==> src/rtl/slurm16_memory_arbiter_pkg.sv <==
// slurm16_memory_arbiter_pkg: shared state enum, default widths and index-width helper
package slurm16_arbiter_pkg;

    localparam int DEF_BITS         = 16;
    localparam int DEF_ADDRESS_BITS = 16;

    typedef enum logic {
        ARB_IDLE,
        ARB_OWNED
    } arb_state_t;

    // Width of a master index; never zero so a single-master build still has a 1-bit owner
    function automatic int arb_clog2(input int n);
        return (n <= 1) ? 1 : $clog2(n);
    endfunction

endpackage

==> src/rtl/slurm16_memory_arbiter_if.sv <==
// slurm16_memory_arbiter_if: bundled master request/response and memory port signals
//   slave  modport: arbiter side (takes master requests, drives memory)
//   master modport: environment side (masters plus memory model)
interface slurm16_memory_arbiter_if
    import slurm16_arbiter_pkg::*;
#(
    parameter int BITS         = DEF_BITS,
    parameter int ADDRESS_BITS = DEF_ADDRESS_BITS,
    parameter int N_MASTERS    = 4
);

    logic [N_MASTERS*ADDRESS_BITS-1:0] m_address;
    logic [N_MASTERS*BITS-1:0]         m_data_out;
    logic [N_MASTERS-1:0]              m_valid;
    logic [N_MASTERS-1:0]              m_wr;
    logic [N_MASTERS-1:0]              m_ready;
    logic [N_MASTERS-1:0]              m_rvalid;
    logic [BITS-1:0]                   m_data_in;
    logic [ADDRESS_BITS-1:0]           mem_address;
    logic [BITS-1:0]                   mem_data_out;
    logic                              mem_en;
    logic                              mem_wr;
    logic [BITS-1:0]                   mem_data_in;

    modport slave (
        input  m_address, m_data_out, m_valid, m_wr, mem_data_in,
        output m_ready, m_rvalid, m_data_in, mem_address, mem_data_out, mem_en, mem_wr
    );

    modport master (
        output m_address, m_data_out, m_valid, m_wr, mem_data_in,
        input  m_ready, m_rvalid, m_data_in, mem_address, mem_data_out, mem_en, mem_wr
    );

endinterface

==> src/rtl/slurm16_memory_arbiter_rr_picker.sv <==
// slurm16_rr_picker: combinational rotating-priority encoder
//   i_req   request vector
//   i_start first index examined; later indices follow modulo N
//   i_excl  mask of masters that may not win
//   o_idx   winning index, o_found high when any unmasked request exists
module slurm16_rr_picker
    import slurm16_arbiter_pkg::*;
#(
    parameter  int N = 4,
    localparam int W = arb_clog2(N)
) (
    input  logic [N-1:0] i_req,
    input  logic [W-1:0] i_start,
    input  logic [N-1:0] i_excl,
    output logic [W-1:0] o_idx,
    output logic         o_found
);

    logic [W-1:0] w_j;

    // Scan from the farthest position back so the nearest candidate is the last to write
    always_comb begin
        o_idx   = '0;
        o_found = 1'b0;
        w_j     = '0;
        for (int k = N - 1; k >= 0; k--) begin
            w_j = W'((int'(i_start) + k) % N);
            if (i_req[w_j] && !i_excl[w_j]) begin
                o_idx   = w_j;
                o_found = 1'b1;
            end
        end
    end

endmodule

==> src/rtl/slurm16_memory_arbiter.sv <==
// slurm16_memory_arbiter: round-robin N-master arbiter onto one synchronous-read memory port
//   CLK, RST  clock and asynchronous active-high reset
//   bus       slurm16_memory_arbiter_if.slave: per-master address/data/valid/wr in,
//             ready/rvalid and shared read data out, single memory port out
//   Macro SLURM16_ARB_CPU_PRIORITY_EN: master 0 wins every arbitration point it requests at
module slurm16_memory_arbiter
    import slurm16_arbiter_pkg::*;
#(
    parameter int BITS         = DEF_BITS,
    parameter int ADDRESS_BITS = DEF_ADDRESS_BITS,
    parameter int N_MASTERS    = 4,
    parameter int BURST_MAX    = 8
) (
    input logic                    CLK,
    input logic                    RST,
    slurm16_memory_arbiter_if.slave bus
);

    localparam int             OW    = arb_clog2(N_MASTERS);
    localparam int             CW    = $clog2(BURST_MAX) + 1;
    localparam logic [CW-1:0]  BLAST = CW'(BURST_MAX - 1);

    arb_state_t           r_state;
    logic [OW-1:0]        r_owner;
    logic [OW-1:0]        r_last_owner;
    logic [CW-1:0]        r_burst_cnt;
    logic [N_MASTERS-1:0] r_rd_pending;

    logic [ADDRESS_BITS-1:0] w_addr [N_MASTERS];
    logic [BITS-1:0]         w_data [N_MASTERS];
    logic [N_MASTERS-1:0]    w_owner_oh, w_excl;
    logic [OW-1:0]           w_base, w_start, w_pick, w_win;
    logic                    w_owned, w_accept, w_others, w_forced, w_release, w_found, w_win_found;

    for (genvar i = 0; i < N_MASTERS; i++) begin : g_slice
        assign w_addr[i] = bus.m_address[i*ADDRESS_BITS +: ADDRESS_BITS];
        assign w_data[i] = bus.m_data_out[i*BITS +: BITS];
    end

    assign w_owner_oh = N_MASTERS'(1) << r_owner;
    assign w_owned    = r_state == ARB_OWNED;
    assign w_accept   = w_owned & bus.m_valid[r_owner];
    assign w_others   = |(bus.m_valid & ~w_owner_oh);
    // Last access of a full burst while someone else waits: hand over right after it
    assign w_forced   = w_accept & (r_burst_cnt == BLAST) & w_others;
    assign w_release  = w_owned & (~bus.m_valid[r_owner] | w_forced);
    // While owned, the owner is about to become last_owner, so rotation starts after it
    assign w_base     = w_owned ? r_owner : r_last_owner;
    assign w_start    = OW'((int'(w_base) + 1) % N_MASTERS);
    assign w_excl     = w_forced ? w_owner_oh : '0;

    slurm16_rr_picker #(.N(N_MASTERS)) u_picker (
        .i_req   (bus.m_valid),
        .i_start (w_start),
        .i_excl  (w_excl),
        .o_idx   (w_pick),
        .o_found (w_found)
    );

`ifdef SLURM16_ARB_CPU_PRIORITY_EN
    logic w_cpu;
    assign w_cpu       = bus.m_valid[0] & ~w_excl[0];
    assign w_win       = w_cpu ? '0 : w_pick;
    assign w_win_found = w_cpu | w_found;
`else
    assign w_win       = w_pick;
    assign w_win_found = w_found;
`endif

    assign bus.mem_address  = w_addr[r_owner];
    assign bus.mem_data_out = w_data[r_owner];
    assign bus.mem_en       = w_accept;
    assign bus.mem_wr       = w_accept & bus.m_wr[r_owner];
    assign bus.m_ready      = w_accept ? w_owner_oh : '0;
    assign bus.m_rvalid     = r_rd_pending;
    assign bus.m_data_in    = bus.mem_data_in;

    always_ff @(posedge CLK or posedge RST) begin
        if (RST) begin
            r_state      <= ARB_IDLE;
            r_owner      <= '0;
            r_last_owner <= OW'(N_MASTERS - 1);
            r_burst_cnt  <= '0;
            r_rd_pending <= '0;
        end else begin
            r_rd_pending <= (w_accept & ~bus.m_wr[r_owner]) ? w_owner_oh : '0;
            if (!w_owned) begin
                if (w_win_found) begin
                    r_state     <= ARB_OWNED;
                    r_owner     <= w_win;
                    r_burst_cnt <= '0;
                end
            end else if (w_release) begin
                r_last_owner <= r_owner;
                if (w_win_found) begin
                    r_owner     <= w_win;
                    r_burst_cnt <= '0;
                end else begin
                    r_state <= ARB_IDLE;
                end
            end else if (w_accept && r_burst_cnt != BLAST) begin
                // Saturates so a lone owner keeps streaming until someone else asks
                r_burst_cnt <= r_burst_cnt + CW'(1);
            end
        end
    end

endmodule

==> src/flat_wrapper.sv <==
// flat-port wrapper written by rule: the top's interface ports become plain ports
module slurm16_memory_arbiter_flat import slurm16_arbiter_pkg::*;
#(
    parameter int BITS         = DEF_BITS,
    parameter int ADDRESS_BITS = DEF_ADDRESS_BITS,
    parameter int N_MASTERS    = 4,
    parameter int BURST_MAX    = 8
)
  (CLK, RST, bus_m_address, bus_m_data_out, bus_m_valid, bus_m_wr, bus_mem_data_in, bus_m_ready, bus_m_rvalid, bus_m_data_in, bus_mem_address, bus_mem_data_out, bus_mem_en, bus_mem_wr);
  slurm16_memory_arbiter_if #(.BITS(BITS), .ADDRESS_BITS(ADDRESS_BITS), .N_MASTERS(N_MASTERS)) bus_i ();
  input logic CLK;
  input logic RST;
  input wire logic [$bits(bus_i.m_address)-1:0] bus_m_address;
  input wire logic [$bits(bus_i.m_data_out)-1:0] bus_m_data_out;
  input wire logic [$bits(bus_i.m_valid)-1:0] bus_m_valid;
  input wire logic [$bits(bus_i.m_wr)-1:0] bus_m_wr;
  input wire logic [$bits(bus_i.mem_data_in)-1:0] bus_mem_data_in;
  output wire logic [$bits(bus_i.m_ready)-1:0] bus_m_ready;
  output wire logic [$bits(bus_i.m_rvalid)-1:0] bus_m_rvalid;
  output wire logic [$bits(bus_i.m_data_in)-1:0] bus_m_data_in;
  output wire logic [$bits(bus_i.mem_address)-1:0] bus_mem_address;
  output wire logic [$bits(bus_i.mem_data_out)-1:0] bus_mem_data_out;
  output wire logic [$bits(bus_i.mem_en)-1:0] bus_mem_en;
  output wire logic [$bits(bus_i.mem_wr)-1:0] bus_mem_wr;
  assign bus_i.m_address = bus_m_address;
  assign bus_i.m_data_out = bus_m_data_out;
  assign bus_i.m_valid = bus_m_valid;
  assign bus_i.m_wr = bus_m_wr;
  assign bus_i.mem_data_in = bus_mem_data_in;
  assign bus_m_ready = bus_i.m_ready;
  assign bus_m_rvalid = bus_i.m_rvalid;
  assign bus_m_data_in = bus_i.m_data_in;
  assign bus_mem_address = bus_i.mem_address;
  assign bus_mem_data_out = bus_i.mem_data_out;
  assign bus_mem_en = bus_i.mem_en;
  assign bus_mem_wr = bus_i.mem_wr;
  slurm16_memory_arbiter #(.BITS(BITS), .ADDRESS_BITS(ADDRESS_BITS), .N_MASTERS(N_MASTERS), .BURST_MAX(BURST_MAX)) u_core (.CLK(CLK), .RST(RST), .bus(bus_i));
endmodule
==> config.mk <==
export PLATFORM = sky130hd
export DESIGN_NAME = slurm16_memory_arbiter_flat
export DESIGN_NICKNAME = d
export VERILOG_FILES = /design/src/rtl/slurm16_memory_arbiter_pkg.sv /design/src/rtl/slurm16_memory_arbiter_if.sv /design/src/rtl/slurm16_memory_arbiter_rr_picker.sv /design/src/rtl/slurm16_memory_arbiter.sv /design/src/flat_wrapper.sv
export SDC_FILE = /design/constraint.sdc
export NUM_CORES = 1
export LEC_CHECK = 0
export ABC_AREA = 1
export CAP_MARGIN = 15
export CELL_PAD_IN_SITES_DETAIL_PLACEMENT = 0
export CELL_PAD_IN_SITES_GLOBAL_PLACEMENT = 1
export CORE_UTILIZATION = 14
export CTS_BUF_LIST = sky130_fd_sc_hd__clkbuf_16
export DETAILED_ROUTE_END_ITERATION = 10
export PLACE_DENSITY_LB_ADDON = 0.1
export SYNTH_ARGS = -nofsm -noshare
export SYNTH_HDL_FRONTEND = slang
export SYNTH_SLANG_ARGS = --single-unit
==> constraint.sdc <==
create_clock -name CLK -period 2 [get_ports CLK]
set_clock_uncertainty 0.1 [all_clocks]
set_input_delay 0.6 -clock CLK [delete_from_list [all_inputs] [get_ports CLK]]
set_output_delay 0.6 -clock CLK [all_outputs]
set_load 0.01 [all_outputs]
==> results.toml <==
[outcome]
status = "finished, violations left"
violations = "negative setup slack"

[logic_synthesis]
yosysSeqAreaShare_pct = 18.52
synthArstFlopShare_pct = 100.0
ys_top_cells_by_area = "a22oi_1, nand2_1, dfrtp_1"
yosys.cell_types.count = 29
synth_mux_area_share_pct = 0.8481
ys_warn_count = 0
syn_avg_cell_area_um2 = 6.234
syn_area_um2 = 1770
yosys_register_bits = 13
syn-num-nets = 439
synthXorXnorAreaFrac_pct = 0
synth_top_area_cell = "a22oi_1"
synth-edff-count = 0
synth_top_area_share_pct = 22.90
ys.flop_type = "dfrtp_1"
synthSimpleGateAreaFrac_pct = 35.90
syn_inst = 284
yosys.area_share.adder_pct = 0.7067
synth-compound-area-share_pct = 28.76
synth_top_family_by_area = "simple AND/OR/NAND/NOR gates"

[sta]
fin_crit_ps = 2378
setup_ws_ps = -378.2
fin_crit_sh_pct = 118.9
setup_viol = 47
slew_headroom_pct = 65.36
rsz0062_at_grt = "true"
whs_ps = 379.6
fmax_mhz = 420.5
drv_slew = 0
hold_viol_final = 0
max_slew.worst_pin.slew_ps = 519.0

[global_routing]
grt_overflow_total = 0
grt_use_met2_pct = 31.60
grt_pass1_vias = 3166
grtUsageMet1_pct = 17.11
grt_usage_pct = 15.96
antenna_found_initial = 0
use_met3_pct = 3.812
grt_first_pass_wirelength_um = 16090
grt_max_degree = 14
grt_most_used_layer = "met2"

[route]
dr.pass1.iters = 4
vias_per_cell = 4.207
drtIter0Drc = 49
dr_total_vias = 2920
routed_wl_um = 10530
post-route-drc-count = 0
postRouteAntennaNets = 0
wl_per_cell_um = 15.17

[hold_path]
holdCritPathClass = "flop to flop"

[placed_design]
dpl_worst_slack_ps = -901.7
dpl.hpwl_um = 8491
portBuffers = 179
gp_congestion = 0.7593

[clocking]
clkLatencyLatePin_ps = 240
ctsHoldBuffers = 0
cts_made_buffers = 3
cts_root_buf = "clkbuf_16"
cts_sinks = 13
cts_tree = "done"
htreeDepth = 1
clk_pin_slew_ps = 40
clk_path_buf_depth = 2

[floorplanning]
core_area_um2 = 12160
die-height_um = 114.5
io_pins = 212
start_util_pct = 14.56
die_w_um = 114.5
rows = 40
die_area_um2 = 13100

[power]
p_comb_share_pct = 88.7
p_int_uw = 4229
cellLeakagePower_uw = 0.002197
p_clk_share_pct = 4.9
power_frac_seq_pct = 6.4
peakVddDrop_v = 0.0006329
power_density_nw_per_um2 = 1528
p_total_uw = 7495
power.switching_uw = 3266
swShare_pct = 43.58

[final_layout]
drive_gt1_share_pct = 42.02
num-nets-final = 682
multi_input_area_um2 = 1521
seq_area_um2 = 330.3
fillCellCount = 1257
area_growth_syn_to_layout_pct = 177.1
antenna_cells = 0

[critical_path]
required_ps = 1300
cp-start-kind = "primary input"
end_kind = "output pin"
critPathMaxFanout = 2
cp.arrival_ps = 1680
critPathKind = "primary input to output pin"

[job]
cap_viol_max_count = 0
## kinds of logic after synthesis
family	count (synthesis)
buffers and inverters	53
and+or+nand+nor	145
muxes	1
AOI/OAI and AO/OA	71
adders and majority gates	1
DFF	13
## cells in the mapped netlist (2+ instances only)
master,number
nand4_1,2
nand3_2,2
buf_1,3
nor2_4,2
nand2_2,5
o21ai_0,7
inv_2,4
nor2_1,12
a21oi_1,3
dfrtp_1,11
nand3_1,20
dfstp_2,2
nor3_1,2
inv_1,19
clkbuf_1,9
a22oi_1,54
buf_4,17
nand2_1,98
a22o_1,2
## cell usage in the layout (no fill, tap or decap), drive strengths merged, types with 2 or more instances in the layout
cell           instances
dfrtp                 11
clkdlybuf4s50        137
nor2                  16
a22o                   2
bufbuf                 2
clkbuf                 3
nand2                103
nand3                 22
o21ai                  8
a22oi                 54
nand4                  2
a21oi                  3
buf                  124
inv                   24
nor3                   2
dfstp                  2
dlygate4sd2            4
## timing repair
action                     4_1_cts  5_1_grt
setup endpoints to repair       48       47
setup buffers                   34        7
pin swaps                       19       27
gates cloned                     5        0
resized for setup              260       56
## area by class of cell
cell class	instances	share of cell area, %
Clock buffer	3	1.530
Clock inverter	1	0.07651
Inverter	23	2.015
Multi-Input combinational cell	218	31.01
Sequential cell	13	6.733
Tap cell	168	4.285
Timing Repair Buffer	268	54.35
## power by group through the flow
stage | Clock, uW | Combinational (uW) | Sequential [uW]
6_report | 367 | 6650 | 478
5_1_grt | 395 | 7220 | 495
4_1_cts | 378 | 6270 | 478
3_5_place_dp | 0 | 5070 | 474
3_3_place_gp | 0 | 5130 | 477
2_1_floorplan | 0 | 2270 | 441
## through the flow
step,TNS (ps),instances,utilization [%],cell area [um^2]
after floorplan,-372.0,284,-,1770
after global routing,-16700,694,40.34,4906
final,-12870,694,40.34,4906
after global placement,-29160,651,33.21,4039
after detailed placement,-27780,651,33.21,4039
after CTS,-13070,691,38.55,4688
## worst max-delay path, stage by stage
cell and delay [ps]:
clkdlybuf4s50_1 400, a22o_1 240, a221oi_2 230, nor2_2 70, buf_2 140
## worst paths after layout
kind,startpoint,to,slack (ps),cells past startpoint
max,bus_m_wr[0],bus_mem_wr,-380,5
max in group asynchronous,RST,u_core.r_owner[1]$_DFFE_PP0P_,820,2
max reg2reg,u_core.r_owner[0]$_DFFE_PP0P_,u_core.r_owner[1]$_DFFE_PP0P_,-220,15
min in group asynchronous,RST,u_core.r_burst_cnt[3]$_DFFE_PP0P_,600,2
min reg2reg,u_core.r_last_owner[1]$_DFFE_PP1P_,u_core.r_last_owner[1]$_DFFE_PP1P_,380,2
min,u_core.r_last_owner[1]$_DFFE_PP1P_,u_core.r_last_owner[1]$_DFFE_PP1P_,380,2
## metal layers
layer,part of all wire (%),routed length [um]
met1,37,3867
met2,56,5869
met3,6.0,637
met4,1.5,157
met5,0,0
## registers in the layout, summed over array words and instances, names as in the netlist
name	cells
u_core.bus.m_rvalid	4
u_core.r_burst_cnt	4
u_core.r_last_owner	2
u_core.r_owner	2
u_core.r_state	1
Power figures use the tool's default switching activity.
